===== src/rtl/cpu_pkg.sv =====
// Shared CPU-side definitions for the store buffer: widths, instruction fields,
// buffer entry layout and the effective-address helper.
package cpu_pkg;

  localparam int ADDR_W  = 10;
  localparam int DATA_W  = 32;
  localparam int OFF_LSB = 0;
  localparam int OFF_MSB = 15;

  localparam logic [5:0] OP_LW = 6'h23;
  localparam logic [5:0] OP_SW = 6'h2B;

  typedef struct packed {
    logic [ADDR_W-1:0] addr;
    logic [DATA_W-1:0] data;
  } sb_entry_t;

  // Word address wraps modulo the data memory size.
  function automatic logic [ADDR_W-1:0] calc_ea(input logic [ADDR_W-1:0] base_lo,
                                                input logic [ADDR_W-1:0] off_lo);
    return base_lo + off_lo;
  endfunction

endpackage


===== src/rtl/store_buffer_if.sv =====
// Execute-stage request, data-memory port and load-response signals of the store buffer.
interface store_buffer_if;
  import cpu_pkg::*;

  logic              req_valid;
  logic              req_ready;
  logic              req_is_store;
  logic [DATA_W-1:0] req_base;
  logic [31:0]       req_instr;
  logic [DATA_W-1:0] req_wdata;
  logic              mem_busy;
  logic              mem_we;
  logic              mem_re;
  logic [ADDR_W-1:0] mem_addr;
  logic [DATA_W-1:0] mem_wdata;
  logic [DATA_W-1:0] mem_rdata;
  logic              ld_valid;
  logic [DATA_W-1:0] ld_data;
  logic              empty;

  modport slave (
    input  req_valid, req_is_store, req_base, req_instr, req_wdata, mem_busy, mem_rdata,
    output req_ready, mem_we, mem_re, mem_addr, mem_wdata, ld_valid, ld_data, empty
  );

  modport master (
    output req_valid, req_is_store, req_base, req_instr, req_wdata, mem_busy, mem_rdata,
    input  req_ready, mem_we, mem_re, mem_addr, mem_wdata, ld_valid, ld_data, empty
  );

endinterface


===== src/rtl/sb_match.sv =====
// Associative lookup over the buffered stores: reports whether the load address
// is present and returns the data of the youngest matching entry.
module sb_match
  import cpu_pkg::*;
#(
  parameter  int DEPTH = 4,
  localparam int PTR_W = $clog2(DEPTH)
) (
  input  sb_entry_t         entries_i [DEPTH],
  input  logic [DEPTH-1:0]  valid_i,
  input  logic [PTR_W-1:0]  head_i,
  input  logic [ADDR_W-1:0] ea_i,
  output logic              hit_o,
  output logic [DATA_W-1:0] fwd_o
);

  // NOTE: outputs get defaults before the loop so no path leaves them unassigned
  // (no latch); walking oldest to youngest lets the last match win.
  always_comb begin
    hit_o = 1'b0;
    fwd_o = '0;
    for (int k = 0; k < DEPTH; k++) begin
      if (valid_i[head_i + PTR_W'(k)] && entries_i[head_i + PTR_W'(k)].addr == ea_i) begin
        hit_o = 1'b1;
        fwd_o = entries_i[head_i + PTR_W'(k)].data;
      end
    end
  end

endmodule


===== src/rtl/store_buffer.sv =====
// Store buffer between execute and data memory: in-order store drain, one memory
// access per cycle, store-to-load forwarding and a registered load response.
module store_buffer
  import cpu_pkg::*;
#(
  parameter int DEPTH = 4
) (
  input  logic         clk,
  input  logic         reset,
  store_buffer_if.slave sb
);

  localparam int PTR_W = $clog2(DEPTH);
  localparam int CNT_W = PTR_W + 1;

  sb_entry_t         entries_q [DEPTH];
  logic [PTR_W-1:0]  head_q, head_d;
  logic [PTR_W-1:0]  tail_q, tail_d;
  logic [CNT_W-1:0]  count_q, count_d;
  logic              ld_valid_q, ld_valid_d;
  logic [DATA_W-1:0] ld_data_q, ld_data_d;

  logic [ADDR_W-1:0] ea;
  logic [DEPTH-1:0]  valid_mask;
  logic              hit;
  logic [DATA_W-1:0] fwd;
  logic              not_full, ready, accept, push, load_acc, load_miss, drain;
  sb_entry_t         head_ent;
  logic              unused_bits;

  assign ea          = calc_ea(sb.req_base[ADDR_W-1:0], sb.req_instr[OFF_LSB +: ADDR_W]);
  assign unused_bits = ^{sb.req_base[DATA_W-1:ADDR_W], sb.req_instr[31:OFF_LSB+ADDR_W]};

  // A slot is live when its distance from head is below the occupancy count.
  for (genvar i = 0; i < DEPTH; i++) begin : g_valid
    logic [PTR_W-1:0] age;
    assign age           = PTR_W'(i) - head_q;
    assign valid_mask[i] = {1'b0, age} < count_q;
  end

  sb_match #(.DEPTH(DEPTH)) u_match (
    .entries_i (entries_q),
    .valid_i   (valid_mask),
    .head_i    (head_q),
    .ea_i      (ea),
    .hit_o     (hit),
    .fwd_o     (fwd)
  );

  assign not_full = count_q < CNT_W'(DEPTH);

  always_comb begin
    ready = 1'b0;
    if (!reset) begin
      if (sb.req_is_store) ready = not_full;
      else                 ready = hit | (~sb.mem_busy & not_full);
    end
  end

  assign accept    = sb.req_valid & ready;
  assign push      = accept & sb.req_is_store;
  assign load_acc  = accept & ~sb.req_is_store;
  assign load_miss = load_acc & ~hit;
  // A load miss owns the memory port; a hit leaves it free for a drain.
  assign drain     = ~reset & ~load_miss & (count_q != '0) & ~sb.mem_busy;

  always_comb begin
    head_ent = '0;
    if (!reset && count_q != '0) head_ent = entries_q[head_q];
  end

  assign sb.req_ready = ready;
  assign sb.mem_we    = drain;
  assign sb.mem_re    = load_miss;
  assign sb.mem_addr  = load_miss ? ea : head_ent.addr;
  assign sb.mem_wdata = head_ent.data;
  assign sb.empty     = reset | (count_q == '0);
  assign sb.ld_valid  = ld_valid_q & ~reset;
  assign sb.ld_data   = reset ? '0 : ld_data_q;

  always_comb begin
    head_d     = drain ? head_q + PTR_W'(1) : head_q;
    tail_d     = push  ? tail_q + PTR_W'(1) : tail_q;
    count_d    = count_q + CNT_W'(push) - CNT_W'(drain);
    ld_valid_d = load_acc;
    ld_data_d  = ld_data_q;
    if (load_acc) ld_data_d = hit ? fwd : sb.mem_rdata;
  end

  // NOTE: state registers use non-blocking assignments so every flop samples
  // pre-edge values regardless of statement order.
  always_ff @(posedge clk) begin
    if (reset) begin
      head_q     <= '0;
      tail_q     <= '0;
      count_q    <= '0;
      ld_valid_q <= 1'b0;
      ld_data_q  <= '0;
    end else begin
      head_q     <= head_d;
      tail_q     <= tail_d;
      count_q    <= count_d;
      ld_valid_q <= ld_valid_d;
      ld_data_q  <= ld_data_d;
    end
  end

  // NOTE: entry storage is deliberately not reset; liveness comes from count_q,
  // so stale contents are never observed.
  always_ff @(posedge clk) begin
    if (push) entries_q[tail_q] <= '{addr: ea, data: sb.req_wdata};
  end

endmodule


===== src/flat_wrapper.sv =====
// flat-port wrapper written by rule: the top's interface ports become plain ports
module store_buffer_flat import cpu_pkg::*;
#(
  parameter int DEPTH = 4
)
  (clk, reset, sb_req_valid, sb_req_is_store, sb_req_base, sb_req_instr, sb_req_wdata, sb_mem_busy, sb_mem_rdata, sb_req_ready, sb_mem_we, sb_mem_re, sb_mem_addr, sb_mem_wdata, sb_ld_valid, sb_ld_data, sb_empty);
  store_buffer_if sb_i ();
  input  logic clk;
  input  logic reset;
  input wire logic [$bits(sb_i.req_valid)-1:0] sb_req_valid;
  input wire logic [$bits(sb_i.req_is_store)-1:0] sb_req_is_store;
  input wire logic [$bits(sb_i.req_base)-1:0] sb_req_base;
  input wire logic [$bits(sb_i.req_instr)-1:0] sb_req_instr;
  input wire logic [$bits(sb_i.req_wdata)-1:0] sb_req_wdata;
  input wire logic [$bits(sb_i.mem_busy)-1:0] sb_mem_busy;
  input wire logic [$bits(sb_i.mem_rdata)-1:0] sb_mem_rdata;
  output wire logic [$bits(sb_i.req_ready)-1:0] sb_req_ready;
  output wire logic [$bits(sb_i.mem_we)-1:0] sb_mem_we;
  output wire logic [$bits(sb_i.mem_re)-1:0] sb_mem_re;
  output wire logic [$bits(sb_i.mem_addr)-1:0] sb_mem_addr;
  output wire logic [$bits(sb_i.mem_wdata)-1:0] sb_mem_wdata;
  output wire logic [$bits(sb_i.ld_valid)-1:0] sb_ld_valid;
  output wire logic [$bits(sb_i.ld_data)-1:0] sb_ld_data;
  output wire logic [$bits(sb_i.empty)-1:0] sb_empty;
  assign sb_i.req_valid = sb_req_valid;
  assign sb_i.req_is_store = sb_req_is_store;
  assign sb_i.req_base = sb_req_base;
  assign sb_i.req_instr = sb_req_instr;
  assign sb_i.req_wdata = sb_req_wdata;
  assign sb_i.mem_busy = sb_mem_busy;
  assign sb_i.mem_rdata = sb_mem_rdata;
  assign sb_req_ready = sb_i.req_ready;
  assign sb_mem_we = sb_i.mem_we;
  assign sb_mem_re = sb_i.mem_re;
  assign sb_mem_addr = sb_i.mem_addr;
  assign sb_mem_wdata = sb_i.mem_wdata;
  assign sb_ld_valid = sb_i.ld_valid;
  assign sb_ld_data = sb_i.ld_data;
  assign sb_empty = sb_i.empty;
  store_buffer #(.DEPTH(DEPTH)) u_core (.clk(clk), .reset(reset), .sb(sb_i));
endmodule

===== config.mk =====
export PLATFORM = sky130hd
export DESIGN_NAME = store_buffer_flat
export DESIGN_NICKNAME = d
export VERILOG_FILES = /design/src/rtl/cpu_pkg.sv /design/src/rtl/store_buffer_if.sv /design/src/rtl/sb_match.sv /design/src/rtl/store_buffer.sv /design/src/flat_wrapper.sv
export SDC_FILE = /design/constraint.sdc
export NUM_CORES = 1
export LEC_CHECK = 0
export CAP_MARGIN = 0
export CORE_MARGIN = 2
export CORE_UTILIZATION = 55
export DETAILED_ROUTE_END_ITERATION = 12
export PLACE_DENSITY = 0.77
export SYNTH_ARGS = -nofsm -noshare
export SYNTH_HDL_FRONTEND = slang
export SYNTH_SLANG_ARGS = --single-unit

===== constraint.sdc =====
create_clock -name clk -period 7.5 [get_ports clk]
set_input_delay 1.5 -clock clk [delete_from_list [all_inputs] [get_ports clk]]
set_output_delay 1.5 -clock clk [all_outputs]
set_load 0.01 [all_outputs]

==> impl_metrics.env <==
export IMPL_worstMarginPinSlew_ns=1.06
export IMPL_maxSlewViolCount=0
export IMPL_synth_nets=1333
export IMPL_drt_iter0_markers=1121
export IMPL_synth_seq_cells=208
export IMPL_synthCells=1179
export IMPL_post_cts_resized=0
export IMPL_initial_core_util_pct=56.3
export IMPL_place_ws_ns=0.227
export IMPL_internal_power_w=0.00259
export IMPL_antenna_found_initial=2
export IMPL_p_leak_nw=5.18
export IMPL_wl_um=37500
export IMPL_grt_max_degree=94
export IMPL_power_w=0.00387
export IMPL_critPathMaxStageDelay_ns=0.61
export IMPL_final_util_pct=66.8
export IMPL_yosysTopAreaCell="edfxtp_1"
export IMPL_synth_top_area_share_pct=36.6
export IMPL_synthDistinctLibCells=67
export IMPL_syn_to_final_growth_pct=18.7
export IMPL_ant_nets=0
export IMPL_rsz0062_at_grt="false"
export IMPL_setup_viol=0
export IMPL_p_per_area_nw_per_um2=237
export IMPL_critPathSlowestCell="clkdlybuf4s50_1"
export IMPL_wl_per_cell_um=23.0
export IMPL_cp_top_family="buffers and inverters"
export IMPL_drt_pre_antenna_iters=5
export IMPL_via_count=10800
export IMPL_endpoint_kind="output pin"
export IMPL_cts_htree_levels=1
export IMPL_post_cts_setup_buffers=0
export IMPL_power_share_switching_pct=33.0
export IMPL_io_pins=212
export IMPL_status="finished clean"
export IMPL_critPathMaxFanout=11
export IMPL_insertion_delay_ns=0.52
export IMPL_grt_pass1_vias=10800
export IMPL_dieHeight_um=162
export IMPL_synth_area_um2=13800
export IMPL_drc=0
export IMPL_fp_row_count=57
export IMPL_most_common_layout_cells="168 x edfxtp_1, 166 x clkdlybuf4s50_1, 120 x nor2_1"
export IMPL_fmax_mhz=140
export IMPL_critPathRequiredTime_ns=6.00
export IMPL_synth_seq_area_share_pct=42.5
export IMPL_cts_hold_buffers_added=0
export IMPL_maxSlewHeadroom_pct=28.2
export IMPL_fill_cells=1785
export IMPL_hold_violations=0
export IMPL_synthTopCellsByArea="edfxtp_1 37%, mux4_2 14%, dfxtp_1 5.8%, mux2i_1 3.7%, mux2_2 3.4%"
export IMPL_cp_buffers_inverters=3
export IMPL_tritoncts_num_buffers=23
export IMPL_power_share_combinational_pct=37.5
export IMPL_worstSetupStartpointType="input port"
export IMPL_final_common_cell="edfxtp_1"
export IMPL_max_cap_violations=0
export IMPL_cp_arrival_ns=5.65
export IMPL_gp_congestion=0.819
export IMPL_avgSynthCellArea_um2=11.7
export IMPL_cts_tree="built"
export IMPL_clk_path_buf_depth=3
export IMPL_post_route_cells_drive_above_1_share_pct=18.7
export IMPL_portBuffers=167
export IMPL_yosys_most_used_dff="edfxtp_1"
export IMPL_viasPerCell=6.60
export IMPL_clkTransAtPathRegs_ns=0.06
export IMPL_coreArea_um2=24500
export IMPL_grtUsageTotal_pct=28.4
export IMPL_clock_sinks=208
export IMPL_overflow=0
export IMPL_die_w_um=162
export IMPL_synth_edf_count=168
export IMPL_pwr_share_clk_pct=27.8
export IMPL_ir_drop_mv=0.188
export IMPL_async_flop_share_pct=0
export IMPL_hold_class="reg -> reg"
export IMPL_path_cells="clkdlybuf4s50_1 -> ha_1 -> fa_1 -> buf_4 -> xor2_4 -> xnor2_1 -> nor4_2 -> nand2_1 -> a2111oi_2 -> and3_1 -> nor4_4 -> and2_2 -> o31ai_1 -> clkdlybuf4s50_1"
export IMPL_grt_pass1_wl_um=58300
export IMPL_cp_common_cell="clkdlybuf4s50_1"
export IMPL_finalNetCount=1443
export IMPL_clock_skew_ns=0.0155
export IMPL_tns_ns=0
export IMPL_seq_power_share_pct=34.7
export IMPL_dp_hpwl_um=22800
export IMPL_ys_warn_count=0
export IMPL_power_net_switching_w=0.00128
export IMPL_path_class="in -> out"
export IMPL_die_area_um2=26300
export IMPL_cts_root_buffer="clkbuf_16"
export IMPL_fin_ws_ns=0.349
export IMPL_period_share_pct=95.3
export IMPL_period_needed_ns=7.15
[tightest hold or removal path, cell delays in order, from the launching register on]
cell and delay, ns:
dfxtp_1 0.30, inv_1 0.07, a221oi_2 0.06
[cell type report]
type | count | area [um2] | share of cell area, %
Multi-Input combinational cell | 818 | 7310 | 44.8
Clock buffer | 34 | 637 | 3.90
Sequential cell | 208 | 5850 | 35.8
Clock inverter | 8 | 66.3 | 0.406
Inverter | 45 | 169 | 1.03
Timing Repair Buffer | 193 | 1890 | 11.6
Antenna cell | 3 | 7.51 | 0.0459
Tap cell | 324 | 405 | 2.48
[layer usage]
| layer | routed length (um) | GRT usage, % | share of wire [%] | up-vias |
|---|---|---|---|---|
| li1 | - | - | - | 4785 |
| met5 | 0 | 0 | 0 | - |
| met1 | 14700 | 37.5 | 39 | 5366 |
| met4 | 793 | 8.77 | 2.1 | 0 |
| met2 | 18600 | 48.6 | 50 | 556 |
| met3 | 3430 | 4.55 | 9.1 | 68 |
[synth_stat cells, types with 31 or more instances]
cell type,count
mux2_2,41
inv_1,44
o21ai_0,43
clkbuf_1,62
mux2_1,33
or3_1,34
a21oi_1,75
xnor2_1,31
edfxtp_1,168
nor4_1,33
nand2_1,53
nor2_1,120
mux2i_1,51
a221oi_1,37
dfxtp_1,40
o21ai_1,35
mux4_2,84
[per-stage QoR]
| step | hold slack, ns | cells | area [um2] |
|---|---|---|---|
| floorplan | 0.451 | 1179 | 13800 |
| global placement | 0.459 | 1588 | 15600 |
| detailed placement | 0.466 | 1588 | 15600 |
| CTS | 0.475 | 1630 | 16300 |
| global route | 0.499 | 1630 | 16300 |
| finish | 0.473 | 1633 | 16300 |
[logic make-up after synthesis]
family          after synthesis  share of synthesized area [%]
simple gates                285                           10.1
compound gates              254                           13.4
mux                         209                           23.5
flops                       208                           42.5
buf+inv                     153                           4.62
xor+xnor                     49                           3.82
fa+ha+maj                    21                           2.02
[registers in the layout, indices dropped and copies added (netlist names)]
| signal | flops |
|---|---|
| u_core.count_q | 3 |
| u_core.ld_valid_q | 1 |
| u_core.tail_q | 2 |
| u_core.entries_q | 168 |
| u_core.ld_data_q | 32 |
| u_core.head_q | 2 |
[power groups by stage]
stage	sequential, W	combinational (W)	clock [W]
floorplan	0.00133	0.00104	0
global placement	0.00136	0.00141	0
detailed placement	0.00137	0.00143	0
CTS	0.00134	0.00144	0.00109
global route	0.00135	0.00155	0.00114
finish	0.00134	0.00145	0.00107
[worst paths after layout]
kind / start / endpoint / slack, ns / cells past startpoint
setup / recovery: sb_req_instr[0] / sb_mem_addr[7] / 0.35 / 14
hold / removal: u_core.ld_data_q[5] / u_core.ld_data_q[5] / 0.47 / 2
setup reg to reg: u_core.head_q[0] / u_core.count_q[2] / 2.82 / 15
hold reg to reg: u_core.ld_data_q[5] / u_core.ld_data_q[5] / 0.47 / 2
Note: power is estimated with default switching activity, not from simulation.
